<file path="src/rtl/imem_uart_loader.sv">
// Streams a length-prefixed program image from the UART receiver into instruction memory,
// assembling little-endian words and holding the CPU off while the image is loading.
module imem_uart_loader #(
    parameter int ADDR_W  = 10,
    parameter int DEPTH   = 1024,
    parameter int TIMEOUT = 50000000
) (
    input  logic              clk,
    input  logic              rst,
    input  logic              start,
    input  logic [7:0]        rx_data,
    input  logic              rx_valid,
    output logic              mem_we,
    output logic [ADDR_W-1:0] mem_addr,
    output logic [31:0]       mem_wdata,
    output logic              cpu_hold,
    output logic              busy,
    output logic              done,
    output logic              error,
    output logic [2:0]        dbg_state
);

    localparam int CNT_W = (TIMEOUT > 1) ? $clog2(TIMEOUT) : 1;

    typedef enum logic [2:0] {
        IDLE   = 3'd0,
        LEN_LO = 3'd1,
        LEN_HI = 3'd2,
        DATA   = 3'd3,
        WRITE  = 3'd4,
        DONE   = 3'd5,
        ERROR  = 3'd6
    } state_t;

    state_t             state_q, state_d;
    logic [7:0]         len_lo_q, len_lo_d;
    logic [15:0]        remain_q, remain_d;
    logic [1:0]         byte_idx_q, byte_idx_d;
    logic [CNT_W-1:0]   cnt_q, cnt_d;
    logic [31:0]        wdata_q, wdata_d;
    logic [ADDR_W-1:0]  addr_q, addr_d;
    logic               we_q, we_d;
    logic               busy_q, busy_d;
    logic               done_q, done_d;
    logic               error_q, error_d;
    logic [15:0]        len_full;

    assign len_full = {rx_data, len_lo_q};

    always_comb begin
        state_d    = state_q;
        len_lo_d   = len_lo_q;
        remain_d   = remain_q;
        byte_idx_d = byte_idx_q;
        cnt_d      = cnt_q;
        wdata_d    = wdata_q;
        addr_d     = addr_q;

        // Inter-byte watchdog shared by every state that is waiting on the UART.
        if ((state_q == LEN_LO) || (state_q == LEN_HI) || (state_q == DATA)) begin
            if (rx_valid) begin
                cnt_d = '0;
            end else if (cnt_q == CNT_W'(TIMEOUT - 1)) begin
                state_d = ERROR;
            end else begin
                cnt_d = cnt_q + 1'b1;
            end
        end

        case (state_q)
            IDLE, DONE, ERROR: begin
                if (start) begin
                    state_d = LEN_LO;
                    addr_d  = '0;
                    cnt_d   = '0;
                end
            end
            LEN_LO: begin
                if (rx_valid) begin
                    len_lo_d = rx_data;
                    state_d  = LEN_HI;
                end
            end
            LEN_HI: begin
                if (rx_valid) begin
                    if (len_full == 16'd0) begin
                        state_d = DONE;
                    end else if ({1'b0, len_full} > 17'(DEPTH)) begin
                        state_d = ERROR;
                    end else begin
                        state_d    = DATA;
                        byte_idx_d = 2'd0;
                        remain_d   = len_full;
                    end
                end
            end
            DATA: begin
                if (rx_valid) begin
                    wdata_d[8*byte_idx_q +: 8] = rx_data;
                    byte_idx_d = byte_idx_q + 1'b1;
                    if (byte_idx_q == 2'd3) begin
                        state_d = WRITE;
                    end
                end
            end
            WRITE: begin
                addr_d     = addr_q + 1'b1;
                remain_d   = remain_q - 1'b1;
                byte_idx_d = 2'd0;
                if (remain_q == 16'd1) begin
                    state_d = DONE;
                end else begin
                    state_d = DATA;
                    // A byte landing during the write cycle is the next word's LSB.
                    if (rx_valid) begin
                        wdata_d[7:0] = rx_data;
                        byte_idx_d   = 2'd1;
                        cnt_d        = '0;
                    end
                end
            end
            default: state_d = IDLE;
        endcase

        we_d    = (state_d == WRITE);
        busy_d  = (state_d == LEN_LO) || (state_d == LEN_HI) ||
                  (state_d == DATA)   || (state_d == WRITE);
        done_d  = (state_d == DONE);
        error_d = (state_d == ERROR);
    end

    always_ff @(posedge clk) begin
        if (rst) begin
            state_q    <= IDLE;
            len_lo_q   <= '0;
            remain_q   <= '0;
            byte_idx_q <= '0;
            cnt_q      <= '0;
            wdata_q    <= '0;
            addr_q     <= '0;
            we_q       <= 1'b0;
            busy_q     <= 1'b0;
            done_q     <= 1'b0;
            error_q    <= 1'b0;
        end else begin
            state_q    <= state_d;
            len_lo_q   <= len_lo_d;
            remain_q   <= remain_d;
            byte_idx_q <= byte_idx_d;
            cnt_q      <= cnt_d;
            wdata_q    <= wdata_d;
            addr_q     <= addr_d;
            we_q       <= we_d;
            busy_q     <= busy_d;
            done_q     <= done_d;
            error_q    <= error_d;
        end
    end

    assign mem_we    = we_q;
    assign mem_addr  = addr_q;
    assign mem_wdata = wdata_q;
    assign cpu_hold  = busy_q;
    assign busy      = busy_q;
    assign done      = done_q;
    assign error     = error_q;
    assign dbg_state = state_q;

endmodule

</file>
<file path="config.mk">
export PLATFORM = sky130hd
export DESIGN_NAME = imem_uart_loader
export DESIGN_NICKNAME = d
export VERILOG_FILES = /design/src/rtl/imem_uart_loader.sv
export SDC_FILE = /design/constraint.sdc
export NUM_CORES = 1
export LEC_CHECK = 0
export CORE_MARGIN = 10
export CORE_UTILIZATION = 24
export CTS_CLUSTER_DIAMETER = 120
export DETAILED_ROUTE_END_ITERATION = 6
export GPL_TIMING_DRIVEN = 0
export HOLD_SLACK_MARGIN = 0.02
export PLACE_DENSITY_LB_ADDON = 0.25
export SETUP_SLACK_MARGIN = 0.3
export SLEW_MARGIN = 10
export SYNTH_ARGS = -nofsm -noshare
export SYNTH_HDL_FRONTEND = slang
export SYNTH_SLANG_ARGS = --single-unit
</file>
<file path="constraint.sdc">
create_clock -name clk -period 2.61 [get_ports clk]
set_clock_uncertainty 0.1 [all_clocks]
set_input_delay 0.3915 -clock clk [delete_from_list [all_inputs] [get_ports clk]]
set_output_delay 0.3915 -clock clk [all_outputs]
set_load 0.005 [all_outputs]
</file>
==> results of run 1 <==
==> cells in the final DEF, fill, tap and decap left out, types with 9 or more instances in the layout <==
cell type / netlist / layout
dfxtp_1: 101 / 95
nand2_1: 73 / 73
nor2_1: 69 / 66
a21oi_1: 63 / 62
clkdlybuf4s50_1: 0 / 54
nand3_1: 55 / 53
o21ai_0: 21 / 20
clkbuf_1: 26 / 15
nor3_1: 17 / 14
xor2_1: 14 / 14
inv_1: 12 / 12
nand4_1: 11 / 11
buf_4: 1 / 11
clkbuf_2: 0 / 10
xnor2_1: 10 / 10
and2_1: 9 / 9
mux2i_1: 9 / 9
clkbuf_16: 0 / 9
==> timing repair <==
action                     in CTS  in global routing
resized for setup              24                 39
hold endpoints to repair        0                  0
buffers inserted                3                  7
setup endpoints to repair      63                 85
hold buffers                    0                  0
pin swaps                       3                  8
==> critical path, stage by stage (launching register included) <==
cell and delay [ns]:
dfxtp_2 0.34, or3_4 0.38, or4_4 0.44, or2_0 0.25, buf_6 0.14, a211oi_4 0.21, a21o_1 0.18, a21oi_2 0.08
==> layer usage <==
metal | vias to the layer above | GRT usage [%] | wire length, um
met4 | 0 | 3.31 | 148
met5 | - | 0 | 0
met1 | 2078 | 15.0 | 7220
met2 | 100 | 16.7 | 6490
li1 | 2304 | - | -
met3 | 8 | 3.01 | 838
==> cells by family (layout without fill, tap and decap cells) <==
| family | after synthesis | after routing | synth area share, % |
|---|---|---|---|
| AOI/OAI and AO/OA | 124 | 124 | 15.5 |
| xor gates and xnor gates | 24 | 24 | 4.36 |
| adders and majority gates | 9 | 9 | 2.34 |
| buffers and inverters | 43 | 129 | 3.64 |
| DFF | 101 | 101 | 42.0 |
| muxes | 9 | 9 | 1.87 |
| and+or+nand+nor | 293 | 293 | 30.4 |
==> power by group <==
group	internal, mW	switching, mW	total (mW)
logic	0.128	0.208	0.336
registers	1.56	0.0263	1.59
clock network	0.690	0.724	1.41
total	2.38	0.958	3.34
==> worst paths after layout <==
| check | slack [ns] | to | depth (start not counted) | start |
|---|---|---|---|---|
| setup reg to reg | 0.35 | busy$_SDFF_PP0_ | 7 | cnt_q[8]$_SDFF_PP0_ |
| hold reg to reg | 0.36 | mem_wdata[29]$_SDFFE_PP0P_ | 2 | mem_wdata[29]$_SDFFE_PP0P_ |
| setup / recovery | 0.35 | busy$_SDFF_PP0_ | 7 | cnt_q[8]$_SDFF_PP0_ |
| hold / removal | 0.36 | mem_wdata[29]$_SDFFE_PP0P_ | 2 | mem_wdata[29]$_SDFFE_PP0P_ |
==> cell type report <==
cell class                      instances  area [um2]
Timing Repair Buffer                   70         672
Sequential cell                       101        2030
Multi-Input combinational cell        459        2790
Inverter                               12        45.0
Buffer                                 31         146
Fill cell                            2091       13300
Tap cell                              265         332
Clock inverter                          7        85.1
Clock buffer                            9         225
==> metrics by stage <==
stage | hold WS (ns) | std cells
after floorplan | 0.348 | 603
after global placement | 0.339 | 928
after detailed placement | 0.347 | 928
after CTS | 0.359 | 947
after global routing | 0.374 | 954
final | 0.355 | 954
==> registers in the layout, indices dropped and copies added, names as in the netlist <==
register	count
len_lo_q	8
error	1
busy	1
dbg_state	3
mem_we	1
remain_q	16
done	1
mem_wdata	32
mem_addr	10
byte_idx_q	2
cnt_q	26
==> results by group, run 1 <==
Cells and area
  • NumNets Final: 705
  • Design area: 6330 um2
  • Ant diodes: 0
  • Share of cells above drive strength 1: 12.6%
  • Synthesis-to-finish area growth: 31.3%
  • Core Util, Final: 32.3%

Timing
  • Final period util: 86.6%
  • Endpoints failing hold: 0
  • Fin crit period: 2.26 ns
  • Setup TNS: 0 ns
  • Least-Margin Pin Slew: 0.758 ns
  • FMAX: 443 MHz
  • Finish-stage setup viols: 0
  • Fin. max-slew vios: 0
  • Worst Setup Slack, final: 0.350 ns
  • RSZ-0062 raised after global routing: true
  • Rel. slew slack: 49.5%

Clock tree
  • CTS tree: yes
  • Worst skew pair latency: 0.36 ns
  • Clk root buf: clkbuf_16
  • CTS clk-pin slew, worst paths: 0.09 ns
  • Clock buffer depth: 2
  • Num CTS Buffers: 9
  • H-tree Lvls: 3
  • Clock sink count: 101

Logic synthesis
  • Mapped Area: 4820 um2
  • Synthesized Nets: 624
  • Synth cell count leaders: dfxtp_1, nand2_1, nor2_1
  • Fraction of registers with async set/reset: 0%
  • Main flop type after synthesis: dfxtp_1
  • EDFF count, synth: 0
  • Cell with the most instances after synthesis: dfxtp_1
  • Cell taking the most area after synthesis: dfxtp_1
  • Sequential area share after synthesis: 42.0%
  • Syn_area_per_cell: 7.99 um2
  • Distinct cells, synth: 59
  • Ys Warns: 0
  • Synth area leaders: dfxtp_1, a21oi_1, nand3_1
  • Flop and latch count out of synthesis: 101
  • Yosys top cell area share: 42.0%
  • Mapped Cells: 603

Flow run
  • Max-cap violations: 0

GRT
  • Overall Global Routing Usage: 11.1%
  • Aggregate global routing overflow: 0
  • Largest net degree at the start of global routing: 22
  • Antenna violations before repair: 0
  • Global-route wire length before repair: 23.4 mm
  • Vias in the first global route: 4296

Worst hold path
  • Hold crit path type: register to register

Routing
  • Average routed wire per standard cell: 15.4 um
  • Via Count: 4490
  • ANT nets after route: 0
  • 1st-iter DRT viols: 344
  • Drt drc: 0
  • Vias per inst: 4.71
  • Final wirelength: 14.7 mm
  • Drt pass-1 iters: 5

Die
  • Die width: 162 um
  • Num rows: 51
  • Initial Util: 24.6%
  • Core area: 19600 um2
  • Die area: 26100 um2
  • I/O pins: 62
  • Die Y-Extent: 162 um

Placed design
  • HPWL after detailed placement: 10.4 mm
  • # port buffers: 60
  • Final RePlAce weighted congestion: 0.807
  • Dpl ws: -0.618 ns
  • Placed cell areas: 5750 um2

Critical path
  • Critical path endpoint category: register
  • Worst EP arrival: 2.37 ns
  • Critical Path Start Type: register
  • Setup CP Type: register to register
  • WP data required: 2.72 ns
  • Top fanout value on the critical path: 6

Power
  • Leak: 2.05 nW
  • Pwr/cell area: 528 nW/um2
  • Total power: 3.34 mW
  • Worst IR Drop VDD: 0.000337 V

Run status
  • Result of the run: finished, final reports clean
Power figures use the tool's default switching activity.
==> inputs of run 2 (changes only) <==
clock period = 2 ns   (was 2.61 ns; I/O delays follow)
==> run 2 against run 1 <==
Effect of this change:
- the flow now finishes with violations (negative setup slack)
- critical path depth unchanged
- global-route usage rose by 1.3 points
- fmax rose by 1.4%
- clock power grew 32%
- worst hold slack lost 0.22 ns
- critical path type unchanged
- largest cell class unchanged
==> results by group, run 2 (same netlist as run 1, synthesis figures left out) <==
Run status
  • Result of the run: finished with violations
  • Violated checks: negative setup slack

Die
  • Die area: 26100 um2 (unchanged)
  • Num rows: 51 (unchanged)
  • Core area: 19600 um2 (unchanged)
  • Initial Util: 24.6% (unchanged)
  • I/O pins: 62 (unchanged)
  • Die Y-Extent: 162 um (unchanged)
  • Die width: 162 um (unchanged)

Routing
  • Average routed wire per standard cell: 16.6 um (+7.5%)
  • Vias per inst: 4.83 (+2.6%)
  • Drt drc: 0 (unchanged)
  • ANT nets after route: 0 (unchanged)
  • Drt pass-1 iters: 4 (-1)
  • 1st-iter DRT viols: 350 (+1.7%)
  • Final wirelength: 17.1 mm (+17%)
  • Via Count: 4991 (+11%)

GRT
  • Aggregate global routing overflow: 0 (unchanged)
  • Antenna violations before repair: 0 (unchanged)
  • Overall Global Routing Usage: 12.4% (+1.3 points)
  • Largest net degree at the start of global routing: 22 (unchanged)
  • Global-route wire length before repair: 26.2 mm (+12%)
  • Vias in the first global route: 4763 (+11%)

Critical path
  • Critical path endpoint category: register
  • Worst EP arrival: 2.37 ns (about the same)
  • Top fanout value on the critical path: 2 (-4)
  • WP data required: 2.14 ns (-0.58 ns)
  • Setup CP Type: register to register
  • Critical Path Start Type: register

Timing
  • Rel. slew slack: 37.4% (-12 points)
  • FMAX: 449 MHz (+1.4%)
  • Fin. max-slew vios: 0 (unchanged)
  • Worst Setup Slack, final: -0.228 ns (-0.578 ns)
  • Finish-stage setup viols: 15 (+15)
  • Least-Margin Pin Slew: 0.939 ns (+0.181 ns)
  • Setup TNS: -1.86 ns (-1.86 ns)
  • Endpoints failing hold: 0 (unchanged)
  • Fin crit period: 2.23 ns (-0.0319 ns)
  • Final period util: 111% (+25 points)
  • RSZ-0062 raised after global routing: true

Flow run
  • Max-cap violations: 0 (unchanged)

Placed design
  • # port buffers: 60 (unchanged)
  • HPWL after detailed placement: 10.5 mm (+1.2%)
  • Final RePlAce weighted congestion: 0.814 (+0.92%)
  • Dpl ws: -0.969 ns (-0.351 ns)

Clock tree
  • Clock sink count: 101 (unchanged)
  • H-tree Lvls: 3 (unchanged)
  • Num CTS Buffers: 9 (unchanged)
  • Clk root buf: clkbuf_16
  • CTS tree: yes
  • Worst skew pair latency: 0.37 ns (about the same)
  • Hold buffers post-CTS: 0 (unchanged)
  • Clock buffer depth: 2 (unchanged)
  • CTS clk-pin slew, worst paths: 0.09 ns (about the same)

Cells and area
  • NumNets Final: 785 (+11%)
  • Synthesis-to-finish area growth: 70.2%
  • Max reg flops: 32 (unchanged)
  • Share of cells above drive strength 1: 45.1% (+32 points)
  • Commonest non-fill, non-tap cells in the layout: buf_4, dfxtp_1, nand2_1
  • Core Util, Final: 41.9% (+9.6 points)
  • Ant diodes: 0 (unchanged)

Power
  • Leak: 2.85 nW (+39%)
  • Total power: 4.68 mW (+40%)
  • Worst IR Drop VDD: 0.000477 V (+41%)
  • Pwr/cell area: 571 nW/um2 (+8.2%)

Worst hold path
  • Hold crit path type: primary input to register
-- run 2: what timing repair did --
item,CTS,global route
setup buffers,42,41
pin swaps,48,86
endpoints found under the setup margin,113,111
cloned,4,3
resized for setup,166,163
-- run 2: critical path, stage by stage, from the launching register on --
cell,delay (ns)
dfxtp_2,0.32
or3_4,0.37
or4_4,0.44
or2_1,0.23
buf_6,0.13
a211oi_4,0.23
a21o_1,0.19
a21oi_2,0.09
-- run 2: area by class of cell --
class | count | area, um2
Clock buffer | 9 | 225
Tap cell | 265 | 332
Fill cell | 1912 | 11400
Buffer | 31 | 377
Clock inverter | 7 | 83.8
Inverter | 12 | 48.8
Timing Repair Buffer | 150 | 1410
Multi-Input combinational cell | 459 | 3620
Sequential cell | 101 | 2100
-- run 2: report_power, final --
group | switching (mW) | internal, mW
Sequential | 0.0371 | 2.03
Clock | 0.959 | 0.901
Combinational | 0.393 | 0.366
-- run 2: stage by stage --
stage | instance area (um2) | hold WS [ns] | instances
CTS | 7310 | 0.125 | 990
floorplan | 5080 | 0.339 | 603
detailed placement | 6020 | 0.345 | 928
global placement | 6020 | 0.341 | 928
global route | 8200 | 0.120 | 1034
finish | 8200 | 0.131 | 1034
-- run 2: routing by layer --
| layer | track usage, % | part of all wire, % | up-vias |
|---|---|---|---|
| li1 | - | - | 2463 |
| met1 | 16.4 | 45 | 2389 |
| met2 | 19.2 | 48 | 122 |
| met3 | 2.83 | 5.6 | 17 |
| met4 | 4.51 | 1.6 | 0 |
| met5 | 0 | 0 | - |
-- run 2: path summary, 6_finish.rpt --
path | start | to | slack [ns] | cells after the start
worst min register to register | mem_wdata[25]$_SDFFE_PP0P_ | mem_wdata[25]$_SDFFE_PP0P_ | 0.35 | 2
worst min-delay path | rx_data[3] | mem_wdata[11]$_SDFFE_PP0P_ | 0.13 | 3
worst max register to register | cnt_q[9]$_SDFF_PP0_ | busy$_SDFF_PP0_ | -0.23 | 7
worst max-delay path | cnt_q[9]$_SDFF_PP0_ | busy$_SDFF_PP0_ | -0.23 | 7
==> inputs of run 3 (changes only) <==
CORE_UTILIZATION = 50   (was 24)
==> run 3 against run 2 <==
Effect of this change:
- the run still ends with negative setup slack left
- worst setup slack got worse by 0.13 ns
- highest routed layer unchanged
- cell count shrank 14%
- non-clock buffer count decreased by 8
- die area shrank 47%
- global-route usage is 9.1 points higher
- fmax shrank 5.6%
- via count up 18%
- worst hold slack got worse by 0.0085 ns
- combinational power increased by 1%
- wire length rose by 20%
==> results by group, run 3 (same netlist as run 1, synthesis figures left out) <==
GRT
  • M3 GR Usage: 4.57% (+1.7 points)
  • Largest net degree at the start of global routing: 21 (-4.5%)
  • Vias in the first global route: 5109 (+7.3%)
  • GRT busiest layer: met2
  • Met2 Track Usage GR: 36.2% (+17 points)
  • Overall Global Routing Usage: 21.4% (+9.1 points)
  • Aggregate global routing overflow: 0 (unchanged)
  • Antenna violations before repair: 0 (unchanged)
  • Global-route wire length before repair: 25.4 mm (-3.3%)
  • GR Layer Usage met1: 25.4% (+9.1 points)

Placed design
  • Dpl ws: -0.828 ns (+0.141 ns)
  • Final RePlAce weighted congestion: 0.869 (+6.7%)
  • # port buffers: 60 (unchanged)
  • HPWL after detailed placement: 9.67 mm (-7.9%)
  • Placed cell areas: 5850 um2 (-2.8%)

Power
  • Worst IR Drop VDD: 0.000581 V (+22%)
  • Total power: 4.34 mW (-7.4%)
  • Leak: 2.85 nW (about the same)
  • Pwr/cell area: 548 nW/um2 (-4.0%)

Cells and area
  • Max reg flops: 32 (unchanged)
  • Share of cells above drive strength 1: 45.5% (+0.34 points)
  • Layout fillers: 437 (-77%)
  • Design area: 7920 um2 (-3.5%)
  • Ant diodes: 0 (unchanged)
  • Core Util, Final: 84.9% (+43 points)
  • NumNets Final: 777 (-1.0%)
  • Commonest non-fill, non-tap cells in the layout: buf_4, dfxtp_1, nand2_1
  • Synthesis-to-finish area growth: 64.3%
  • Commonest non-fill, non-tap cell in the layout: buf_4

Run status
  • Result of the run: finished with violations
  • Violated checks: negative setup slack

Timing
  • RSZ-0062 raised after global routing: true
  • Endpoints failing hold: 0 (unchanged)
  • Fin. max-slew vios: 0 (unchanged)
  • FMAX: 424 MHz (-5.6%)
  • Rel. slew slack: 44.1% (+6.8 points)
  • Finish-stage setup viols: 30 (+15)
  • Worst Setup Slack, final: -0.359 ns (-0.131 ns)
  • Least-Margin Pin Slew: 0.838 ns (-0.101 ns)
  • Fin crit period: 2.36 ns (+0.131 ns)
  • Final period util: 118% (+6.5 points)

Clock tree
  • Clock buffer depth: 2 (unchanged)
  • Worst skew pair latency: 0.40 ns (+0.03 ns)
  • Clk root buf: clkbuf_8
  • H-tree Lvls: 3 (unchanged)
  • Num CTS Buffers: 9 (unchanged)
  • Clock sink count: 101 (unchanged)
  • CTS clk-pin slew, worst paths: 0.12 ns (+0.03 ns)
  • CTS tree: yes

Critical path
  • WP data required: 2.20 ns (+0.06 ns)
  • Critical Path Start Type: register
  • Crit-path cells: or3_4, or4_4, or3_4, o211ai_1, o21bai_2, nor3_2
  • Origin of the critical flop-to-flop path: cnt_q[10]$_SDFF_PP0_
  • Critical path endpoint category: register
  • Setup CP Type: register to register
  • Crit-path most repeated cell: or3_4
  • Worst path max stage delay: 0.50 ns (+0.06 ns)
  • Top fanout value on the critical path: 3 (+1)
  • Crit path max-delay cell type: or4_4
  • Setup crit start: cnt_q[10]$_SDFF_PP0_
  • Worst EP arrival: 2.56 ns (+0.19 ns)

Routing
  • Final wirelength: 20.5 mm (+20%)
  • Vias per inst: 6.64 (+38%)
  • Drt drc: 0 (unchanged)
  • 1st-iter DRT viols: 793 (+130%)
  • Drt pass-1 iters: 6 (+2)
  • Via Count: 5907 (+18%)
  • Average routed wire per standard cell: 23.0 um (+39%)
  • ANT nets after route: 0 (unchanged)

Die
  • I/O pins: 62 (unchanged)
  • Initial Util: 51.6% (+27 points)
  • Num rows: 35 (-31%)
  • Die Y-Extent: 118 um (-27%)
  • Die area: 14000 um2 (-47%)
  • Core area: 9330 um2 (-52%)
  • Die width: 118 um (-27%)

Worst hold path
  • Hold crit path type: primary input to register
  • Hold path startpoint: rx_data[3]

Flow run
  • Max-cap violations: 0 (unchanged)
-- run 3: cell types whose count changed in the layout (fill, tap and decap cells not counted), moves of 7 or more --
cell	change
dfxtp_2	+12
nand2_1	-7
dfxtp_1	-7
clkbuf_8	+10
clkbuf_16	-14
-- run 3: per-layer routing --
metal | wire length [um] | share of wire, %
met1 | 7540 | 37
met3 | 2010 | 9.8
met5 | 0 | 0
met2 | 9790 | 48
met4 | 1150 | 5.6
-- run 3: timing repair --
action                     CTS  global route
buffers inserted            46            32
hold buffers                 0             0
setup endpoints to repair  112           116
resized for setup          164           197
pin swaps                   57            77
hold endpoints to repair     0             0
cloned                       3             1
-- run 3: path summary, 6_finish.rpt --
| path | cells after the start | slack (ns) | endpoint |
|---|---|---|---|
| hold reg to reg | 2 | 0.37 | mem_wdata[17]$_SDFFE_PP0P_ |
| hold / removal | 3 | 0.12 | mem_wdata[27]$_SDFFE_PP0P_ |
| setup / recovery | 6 | -0.36 | done$_SDFF_PP0_ |
| setup reg to reg | 6 | -0.36 | done$_SDFF_PP0_ |
-- run 3: where the power goes --
group	internal [mW]	switching, mW
clock	0.623	0.867
sequential	2.03	0.0474
combinational	0.335	0.432
-- run 3: area by class of cell --
type / count / area, um2 / area share (%)
Multi-Input combinational cell: 459 / 3690 / 46.6
Sequential cell: 101 / 2100 / 26.5
Timing Repair Buffer: 142 / 1360 / 17.2
Buffer: 31 / 337 / 4.25
Tap cell: 129 / 161 / 2.04
Clock buffer: 9 / 124 / 1.56
Clock inverter: 7 / 100 / 1.26
Inverter: 12 / 47.5 / 0.601
-- run 3: through the flow --
stage	TNS [ns]	hold slack [ns]	std cells
2_1_floorplan	-0.434	0.339	603
3_5_place_dp	-32.86	0.346	792
4_1_cts	-1.77	0.114	857
3_3_place_gp	-28.62	0.340	792
5_1_grt	-5.12	0.126	890
6_report	-3.37	0.122	890
-- run 3: critical path: cells and delay by family, from the launching register on --
kind            cells  cell delay [ns]
compound gates      2             0.37
flops               1             0.34
simple gates        4             1.46
